### src/rtl/accelerator_read_keys.sv
// Read-key head: re-emits the RxW read-key element stream, registered, with row/element strobes.
// Optional macro ACCELERATOR_READ_KEYS_PROTOCOL_CHECK_EN adds a sticky ERROR output.
module accelerator_read_keys #(
  parameter int DATA_SIZE    = 64,
  parameter int CONTROL_SIZE = 64
) (
  input  logic                 CLK,
  input  logic                 RST,
  input  logic                 START,
  output logic                 READY,
  input  logic                 K_IN_I_ENABLE,
  input  logic                 K_IN_K_ENABLE,
  output logic                 K_OUT_I_ENABLE,
  output logic                 K_OUT_K_ENABLE,
  input  logic [DATA_SIZE-1:0] SIZE_R_IN,
  input  logic [DATA_SIZE-1:0] SIZE_W_IN,
  input  logic [DATA_SIZE-1:0] K_IN,
`ifdef ACCELERATOR_READ_KEYS_PROTOCOL_CHECK_EN
  output logic                 ERROR,
`endif
  output logic [DATA_SIZE-1:0] K_OUT
);

  // CONTROL_SIZE only exists so all head blocks share one parameter list.
  if (CONTROL_SIZE < 1) begin : g_bad_control_size
    $error("accelerator_read_keys: CONTROL_SIZE must be positive");
  end

  typedef enum logic [1:0] {
    STARTER = 2'd0,
    INPUT_I = 2'd1,
    INPUT_K = 2'd2,
    ENDER   = 2'd3
  } state_t;

  localparam logic [DATA_SIZE-1:0] ONE  = DATA_SIZE'(1);
  localparam logic [DATA_SIZE-1:0] ZERO = '0;

  state_t               state_q, state_d;
  logic [DATA_SIZE-1:0] size_r_q, size_r_d;
  logic [DATA_SIZE-1:0] size_w_q, size_w_d;
  logic [DATA_SIZE-1:0] index_i_q, index_i_d;
  logic [DATA_SIZE-1:0] index_k_q, index_k_d;
  logic                 accept;
  logic                 ready_d;
  logic                 out_i_d;
  logic                 out_k_d;

  always_comb begin
    state_d   = state_q;
    size_r_d  = size_r_q;
    size_w_d  = size_w_q;
    index_i_d = index_i_q;
    index_k_d = index_k_q;
    accept    = 1'b0;
    ready_d   = 1'b0;
    out_i_d   = 1'b0;
    out_k_d   = 1'b0;

    case (state_q)
      STARTER: begin
        if (START) begin
          size_r_d  = SIZE_R_IN;
          size_w_d  = SIZE_W_IN;
          index_i_d = ZERO;
          index_k_d = ZERO;
          state_d   = (SIZE_R_IN == ZERO || SIZE_W_IN == ZERO) ? ENDER : INPUT_I;
        end
      end
      INPUT_I: begin
        if (K_IN_I_ENABLE && K_IN_K_ENABLE) begin
          accept  = 1'b1;
          out_i_d = 1'b1;
        end
      end
      INPUT_K: begin
        if (K_IN_K_ENABLE) begin
          accept = 1'b1;
        end
      end
      ENDER: begin
        ready_d   = 1'b1;
        index_i_d = ZERO;
        index_k_d = ZERO;
        state_d   = STARTER;
      end
      default: state_d = STARTER;
    endcase

    // Both input states share the same row/column walk; W=1 naturally stays in INPUT_I.
    if (accept) begin
      out_k_d = 1'b1;
      if (index_k_q < size_w_q - ONE) begin
        index_k_d = index_k_q + ONE;
        state_d   = INPUT_K;
      end else if (index_i_q < size_r_q - ONE) begin
        index_k_d = ZERO;
        index_i_d = index_i_q + ONE;
        state_d   = INPUT_I;
      end else begin
        state_d = ENDER;
      end
    end
  end

  always_ff @(posedge CLK or negedge RST) begin
    if (!RST) begin
      state_q        <= STARTER;
      size_r_q       <= ZERO;
      size_w_q       <= ZERO;
      index_i_q      <= ZERO;
      index_k_q      <= ZERO;
      READY          <= 1'b0;
      K_OUT_I_ENABLE <= 1'b0;
      K_OUT_K_ENABLE <= 1'b0;
      K_OUT          <= ZERO;
    end else begin
      state_q        <= state_d;
      size_r_q       <= size_r_d;
      size_w_q       <= size_w_d;
      index_i_q      <= index_i_d;
      index_k_q      <= index_k_d;
      READY          <= ready_d;
      K_OUT_I_ENABLE <= out_i_d;
      K_OUT_K_ENABLE <= out_k_d;
      if (accept) begin
        K_OUT <= K_IN;
      end
    end
  end

`ifdef ACCELERATOR_READ_KEYS_PROTOCOL_CHECK_EN
  logic err_set;

  always_comb begin
    err_set = 1'b0;
    case (state_q)
      STARTER: err_set = K_IN_K_ENABLE;
      INPUT_I: err_set = K_IN_K_ENABLE && !K_IN_I_ENABLE;
      INPUT_K: err_set = K_IN_I_ENABLE;
      default: err_set = 1'b0;
    endcase
  end

  // A violation seen in the same cycle as START takes priority over the clear.
  always_ff @(posedge CLK or negedge RST) begin
    if (!RST) begin
      ERROR <= 1'b0;
    end else if (err_set) begin
      ERROR <= 1'b1;
    end else if (state_q == STARTER && START) begin
      ERROR <= 1'b0;
    end
  end
`endif

endmodule

### config.mk
export PLATFORM = sky130hd
export DESIGN_NAME = accelerator_read_keys
export DESIGN_NICKNAME = d
export VERILOG_FILES = /design/src/rtl/accelerator_read_keys.sv
export SDC_FILE = /design/constraint.sdc
export NUM_CORES = 1
export LEC_CHECK = 0
export ABC_CLOCK_PERIOD_IN_PS = 7600
export CAP_MARGIN = 0
export CORE_MARGIN = 5
export CORE_UTILIZATION = 56
export CTS_CLUSTER_SIZE = 25
export DETAILED_ROUTE_END_ITERATION = 10
export GPL_TIMING_DRIVEN = 0
export HOLD_SLACK_MARGIN = 0.05
export PLACE_DENSITY = 0.81
export SLEW_MARGIN = 40
export SYNTH_ARGS = -nofsm -noshare
export SYNTH_HDL_FRONTEND = slang
export SYNTH_SLANG_ARGS = --single-unit
### constraint.sdc
create_clock -name CLK -period 7.6 [get_ports CLK]
set_input_delay 0.76 -clock CLK [delete_from_list [all_inputs] [get_ports CLK]]
set_output_delay 0.76 -clock CLK [all_outputs]
set_load 0.01 [all_outputs]
==> results.json, run 1 <==
{
  "hold_viol": 0,
  "status": "finished clean",
  "root_buffer": "clkbuf_16",
  "setup_viol": 0,
  "numCtsBuffers": 37,
  "drt_iter0_markers": 1415,
  "grt_usage": 0.2930,
  "synth_warnings": 0,
  "yosys.area.top_type_share": 0.4065,
  "drive_above_1_share": 0.1378,
  "place.gp.congestion": 0.9265,
  "placed_cells": 2695,
  "worst_slew_pin_slew_ps": 824.9,
  "slew_violations": 0,
  "finalNetCount": 2604,
  "routed_wl_um": 58130,
  "wl_per_cell_um": 21.04,
  "start_util": 0.5652,
  "slowest_stage": "a2111oi_2",
  "register_area_mm2": 0.008133,
  "pre_cts_ws_ps": 593.2,
  "tns_ps": 0,
  "dp_hpwl_um": 43710,
  "multi_input_area_mm2": 0.01149,
  "slowest_delay_ps": 710,
  "rows": 69,
  "maxCapViolations": 0,
  "core-area_mm2": 0.03540,
  "yosys-top-cells-area": "dfrtp_1 41%, mux2_2 12%, ha_1 8.4%, xnor2_1 4.0%, nand3_1 3.2%",
  "synth_top_area_cell": "dfrtp_1",
  "grt_pass1_wl_um": 93490,
  "fillCellCount": 2634,
  "crit_path_max_fanout": 10,
  "portBuffers": 263,
  "crit_required_ps": 8060,
  "ys_ff_latch": 325,
  "async_flop_share": 1.000,
  "clk_path_buf_depth": 3,
  "drc": 0,
  "slew_headroom": 0.4450,
  "instances_no_fill": 2763,
  "postCtsResizedCells": 0,
  "antenna_left": 0,
  "vias": 17380,
  "clock_sinks": 325,
  "post_cts_buffers": 0,
  "synth-edff-count": 0,
  "grt_pass1_vias": 17600,
  "via_per_inst": 6.290,
  "htreeDepth": 2,
  "grt_max_degree": 72,
  "die_x_um": 199.0,
  "syn_nets": 2298,
  "netlist_instances": 1967,
  "clk_pin_slew_ps": 60,
  "clkLatencyLatePin_ps": 550,
  "die_h_um": 199.0,
  "detail_route.first_pass.iterations": 6,
  "power_density_mw_per_mm2": 312.4,
  "hold_ws_ps": 127.4,
  "ys_types": 66,
  "area_delta_synth_final_pct": 22.97,
  "arrival_ps": 7530,
  "clock_skew_ps": 14.62,
  "synth-main-ff-cell": "dfrtp_1",
  "layout_common_cells": "325 x dfrtp_1, 262 x clkdlybuf4s50_1, 211 x mux2_2",
  "syn_area_per_cell_um2": 10.17,
  "cts_tree": "built",
  "fin_crit_ps": 7070,
  "antenna_found_initial": 1,
  "ctsHoldBuffers": 0,
  "globalRouteOverflowTotal": 0,
  "fmax_mhz": 141.4,
  "ys_seq_area_frac": 0.4065,
  "synth_area_mm2": 0.02001,
  "dieArea_mm2": 0.03960,
  "startpoint_type": "flop",
  "p_leak_nw": 10.35,
  "final_area_mm2": 0.02460,
  "fin_ws_ps": 530.2,
  "path_cells": "or4_1 -> nor4_1 -> nor4b_1 -> nand2_1 -> nor2_1 -> nand2_1 -> nor2_1 -> xnor2_1 -> ha_1 -> a21o_1 -> a2111oi_0 -> a21boi_1 -> nand4_1 -> a2111oi_2 -> a2bb2oi_2 -> buf_2 -> buf_4 -> buf_2 -> o211ai_1 -> o211ai_1",
  "timing.final.crit_share": 0.9302,
  "hold_class": "in -> async",
  "placed_area_mm2": 0.02336,
  "crit_path_end_kind": "flop",
  "path_class": "reg -> reg",
  "final_common_cell": "dfrtp_1",
  "rsz0062_at_grt": "false",
  "io_pins": 264,
  "ir_worst_vdd_uv": 295.8
}
-- worst paths after layout --
path / slack, ps / end / startpoint / depth (start not counted)
hold reg to reg: 500 / K_OUT[14]$_DFFE_PN0P_ / K_OUT[14]$_DFFE_PN0P_ / 1
max in group asynchronous: 6340 / size_w_q[35]$_DFFE_PN0P_ / RST / 3
min in group CLK: 500 / K_OUT[14]$_DFFE_PN0P_ / K_OUT[14]$_DFFE_PN0P_ / 1
setup reg to reg: 530 / index_i_q[57]$_DFF_PN0_ / size_r_q[13]$_DFFE_PN0P_ / 20
setup / recovery: 530 / index_i_q[57]$_DFF_PN0_ / size_r_q[13]$_DFFE_PN0P_ / 20
hold / removal: 130 / size_r_q[29]$_DFFE_PN0P_ / RST / 1
-- cells in the mapped netlist, drive strengths merged, types with 5 or more instances --
cell type and instances:
nand3 128, a221o 34, dfrtp 325, nor2b 7, a2bb2oi 7, a21o 23
o21ai 47, buf 22, ha 134, inv 31, o211ai 19, mux2i 39
or3 34, and3 73, or4 29, mux2 211, nor3 91, and2 9
nand4 51, nor4 67, a211o 12, a22o 5, xnor2 92, a21oi 61
nand2 134, nor2 114, xor2 31, nand2b 13, a211oi 9, and4 15
or2 6, clkbuf 50, a31oi 8
-- worst max-delay path: cells and delay by family, from the launching register on --
family	cells	cell delay, ps
and+or+nand+nor	8	2680
DFF	1	420
xor gates and xnor gates	1	160
buffers and inverters	3	870
AOI/OAI and AO/OA	7	2580
adders and majority gates	1	270
-- stage by stage --
step | util | total power [mW]
3_3_place_gp | 0.6559 | 5.669
5_1_grt | 0.6950 | 8.132
6_report | 0.6950 | 7.686
3_5_place_dp | 0.6599 | 5.840
4_1_cts | 0.6946 | 7.698
2_1_floorplan | - | 4.633
-- sequential cells by signal, indices dropped and copies added (netlist names) --
signal / flops
K_OUT: 64
K_OUT_I_ENABLE: 1
K_OUT_K_ENABLE: 1
READY: 1
index_i_q: 64
index_k_q: 64
size_r_q: 64
size_w_q: 64
state_q: 2
-- final cells by class --
| cell class | count | share of cell area |
|---|---|---|
| Multi-Input combinational cell | 1539 | 0.4672 |
| Buffer | 72 | 0.01221 |
| Timing Repair Buffer | 267 | 0.1117 |
| Inverter | 31 | 0.004730 |
| Antenna cell | 1 | 0.0001017 |
| Clock inverter | 12 | 0.004628 |
| Tap cell | 461 | 0.02345 |
| Sequential cell | 325 | 0.3306 |
| Clock buffer | 55 | 0.04537 |
-- per-layer routing --
metal	vias to the layer above	part of all wire	track usage	wire (um)
met5	-	0	0	0
met4	0	0.042	0.1185	2465
met3	148	0.066	0.05556	3861
met2	660	0.49	0.4945	28760
met1	8562	0.40	0.3732	23040
li1	8010	-	-	-
-- cells by family (layout without fill, tap and decap cells) --
group                    after synthesis  after routing  synth area share
AO/OA/AOI/OAI                        251            251           0.08737
XOR/XNOR                             123            123           0.05385
adder cells (fa/ha/maj)              134            134           0.08381
buffers and inverters                103            437           0.02076
flip-flops                           325            325            0.4065
multiplexers                         250            250            0.1383
other                                  0              1                 0
AND/OR/NAND/NOR                      781            781            0.2094
-- power by group --
group	switching [mW]	total, mW	internal [mW]
sequential	0.541	2.81	2.27
combinational	1.50	3.05	1.55
clock	0.743	1.83	1.09
Note: power is estimated with default switching activity, not from simulation.
==> run 2, diff against run 1 <==
--- a/config.mk
+++ b/config.mk
@@ -15,3 +15,3 @@
 export HOLD_SLACK_MARGIN = 0.05
-export PLACE_DENSITY = 0.81
+export PLACE_DENSITY = 0.86
 export SLEW_MARGIN = 40
--- a/constraint.sdc
+++ b/constraint.sdc
@@ -3,2 +3,2 @@
 set_output_delay 0.76 -clock CLK [all_outputs]
-set_load 0.01 [all_outputs]
+set_load 0.005 [all_outputs]
==> results.json, run 2 (synthesized netlist as in run 1, its figures left out) <==
{
  "htreeDepth": 2,
  "power_mw": 7.745,
  "highest_layer": "met5",
  "grt_pass1_vias": 17860,
  "antenna_found_initial": 1,
  "fmax_mhz": 136.6,
  "postCtsResizedCells": 0,
  "slew_violations": 0,
  "rsz0062_at_grt": "false",
  "comb_power_share": 0.388,
  "wl_met2_um": 28470,
  "placed_area_mm2": 0.02336,
  "power_density_mw_per_mm2": 314.1,
  "globalRouteOverflowTotal": 0,
  "drive_above_1_share": 0.1374,
  "die_x_um": 199.0,
  "num_antenna_cells": 0,
  "routed_wl_um": 58990,
  "wl_met3_um": 4517,
  "start_util": 0.5652,
  "drc": 0,
  "hold_class": "in -> async",
  "numCtsBuffers": 37,
  "clk_pin_slew_ps": 60,
  "path_class": "reg -> reg",
  "portBuffers": 263,
  "grt_max_degree": 74,
  "grt_usage": 0.2935,
  "final_area_mm2": 0.02465,
  "final_core_util": 0.6965,
  "ir_worst_vdd_uv": 253.9,
  "clockPowerShare": 0.247,
  "via_per_inst": 6.386,
  "die_h_um": 199.0,
  "p_sw_frac": 0.3569,
  "p_seq_frac": 0.365,
  "placed_cells": 2695,
  "tns_ps": 0,
  "hold_viol": 0,
  "crit_required_ps": 8050,
  "p_leak_nw": 10.37,
  "register_area_mm2": 0.008133,
  "layout_common_cells": "325 x dfrtp_1, 262 x clkdlybuf4s50_1, 211 x mux2_2",
  "place.gp.congestion": 0.9328,
  "final_common_cell": "dfrtp_1",
  "post_cts_buffers": 0,
  "intPower_mw": 4.981,
  "area_delta_synth_final_pct": 23.23,
  "fin_crit_ps": 7319,
  "crit_path_end_kind": "flop",
  "setup_viol": 0,
  "io_pins": 264,
  "timing.final.crit_share": 0.9630,
  "arrival_ps": 7770,
  "startpoint_type": "flop",
  "r2r.worst_path.cells": 20,
  "ctsHoldBuffers": 0,
  "crit_path_max_fanout": 10,
  "clock_skew_ps": 16.64,
  "dp_hpwl_um": 43700,
  "cts_tree": "built",
  "antenna_left": 0,
  "clk_path_buf_depth": 3,
  "wl_per_cell_um": 21.36,
  "worst_slew_pin_slew_ps": 861.8,
  "root_buffer": "clkbuf_16",
  "maxCapViolations": 0,
  "detail_route.first_pass.iterations": 8,
  "clock_sinks": 325,
  "finalNetCount": 2604,
  "vias": 17630,
  "instances_no_fill": 2761,
  "wl_met1_um": 23410,
  "rows": 69,
  "p_sw_mw": 2.764,
  "slew_headroom": 0.4202,
  "core-area_mm2": 0.03540,
  "multi_input_area_mm2": 0.01149,
  "fillCellCount": 2532,
  "drt_iter0_markers": 1828,
  "dieArea_mm2": 0.03960,
  "clkLatencyLatePin_ps": 540,
  "grt_pass1_wl_um": 94240,
  "status": "finished clean"
}
run 2: cell count changes in the layout (fill, tap and decap cells not counted), sizes merged:
cell	before	now
clkinv	9	4
clkbuf	105	106
bufinv	2	4
diode	1	0
clkinvlp	0	1
run 2: power groups by stage:
stage / logic (mW) / registers [mW] / clock network, mW
after detailed placement: 2.95 / 2.83 / 0
after CTS: 2.99 / 2.81 / 1.93
after floorplan: 1.86 / 2.71 / 0
after global placement: 2.80 / 2.79 / 0
final: 3.01 / 2.82 / 1.91
after global routing: 3.26 / 2.90 / 2.01
run 2: cell type report:
| type | instances | area share |
|---|---|---|
| Multi-Input combinational cell | 1539 | 0.4662 |
| Sequential cell | 325 | 0.3299 |
| Timing Repair Buffer | 267 | 0.1114 |
| Clock buffer | 56 | 0.04583 |
| Tap cell | 461 | 0.02340 |
| Buffer | 72 | 0.01218 |
| Clock inverter | 10 | 0.006344 |
| Inverter | 31 | 0.004720 |
run 2: critical path, cell delays in order (launching register included):
cell      delay [ps]
dfrtp_1          420
or4_4            570
or3_4            360
or3_1            340
buf_6            160
nor4_4           500
nand4_2          360
nor4_2           370
xnor2_1          160
ha_1             260
nand4_1          190
nor3_1            80
a221oi_1         330
o221ai_1         190
a211oi_1         690
and3_1           270
clkbuf_1         390
clkbuf_1         620
clkbuf_1         570
nand2_1          170
a31oi_1          220
run 2: stage by stage:
stage / hold WS (ps) / worst slack (ps)
6_report: 195.7 / 281.4
5_1_grt: 243.7 / 28.04
4_1_cts: 209.6 / 180.4
3_5_place_dp: 495.3 / 314.4
3_3_place_gp: 488.8 / -8168
2_1_floorplan: 464.4 / 2261
run 2: path summary, 6_finish.rpt:
kind	start	to	slack (ps)
worst max-delay path	size_w_q[17]$_DFFE_PN0P_	index_k_q[40]$_DFF_PN0_	280
worst min-delay path	RST	size_r_q[23]$_DFFE_PN0P_	200
worst max register to register	size_w_q[17]$_DFFE_PN0P_	index_k_q[40]$_DFF_PN0_	280
worst min register to register	K_OUT[0]$_DFFE_PN0P_	K_OUT[0]$_DFFE_PN0P_	500
max in group asynchronous	RST	size_w_q[28]$_DFFE_PN0P_	5970
min in group CLK	K_OUT[0]$_DFFE_PN0P_	K_OUT[0]$_DFFE_PN0P_	500
run 2: per-layer routing:
| metal | GRT usage | up-vias |
|---|---|---|
| li1 | - | 8008 |
| met1 | 0.3781 | 8629 |
| met2 | 0.4909 | 805 |
| met3 | 0.05217 | 189 |
| met4 | 0.1228 | 2 |
| met5 | 0 | - |
==> run 3, diff against run 2 <==
Settings changed: ABC_AREA set to 0.
==> results of run 3 <==
Final layout, timing and power as in run 2 (identical DEF).
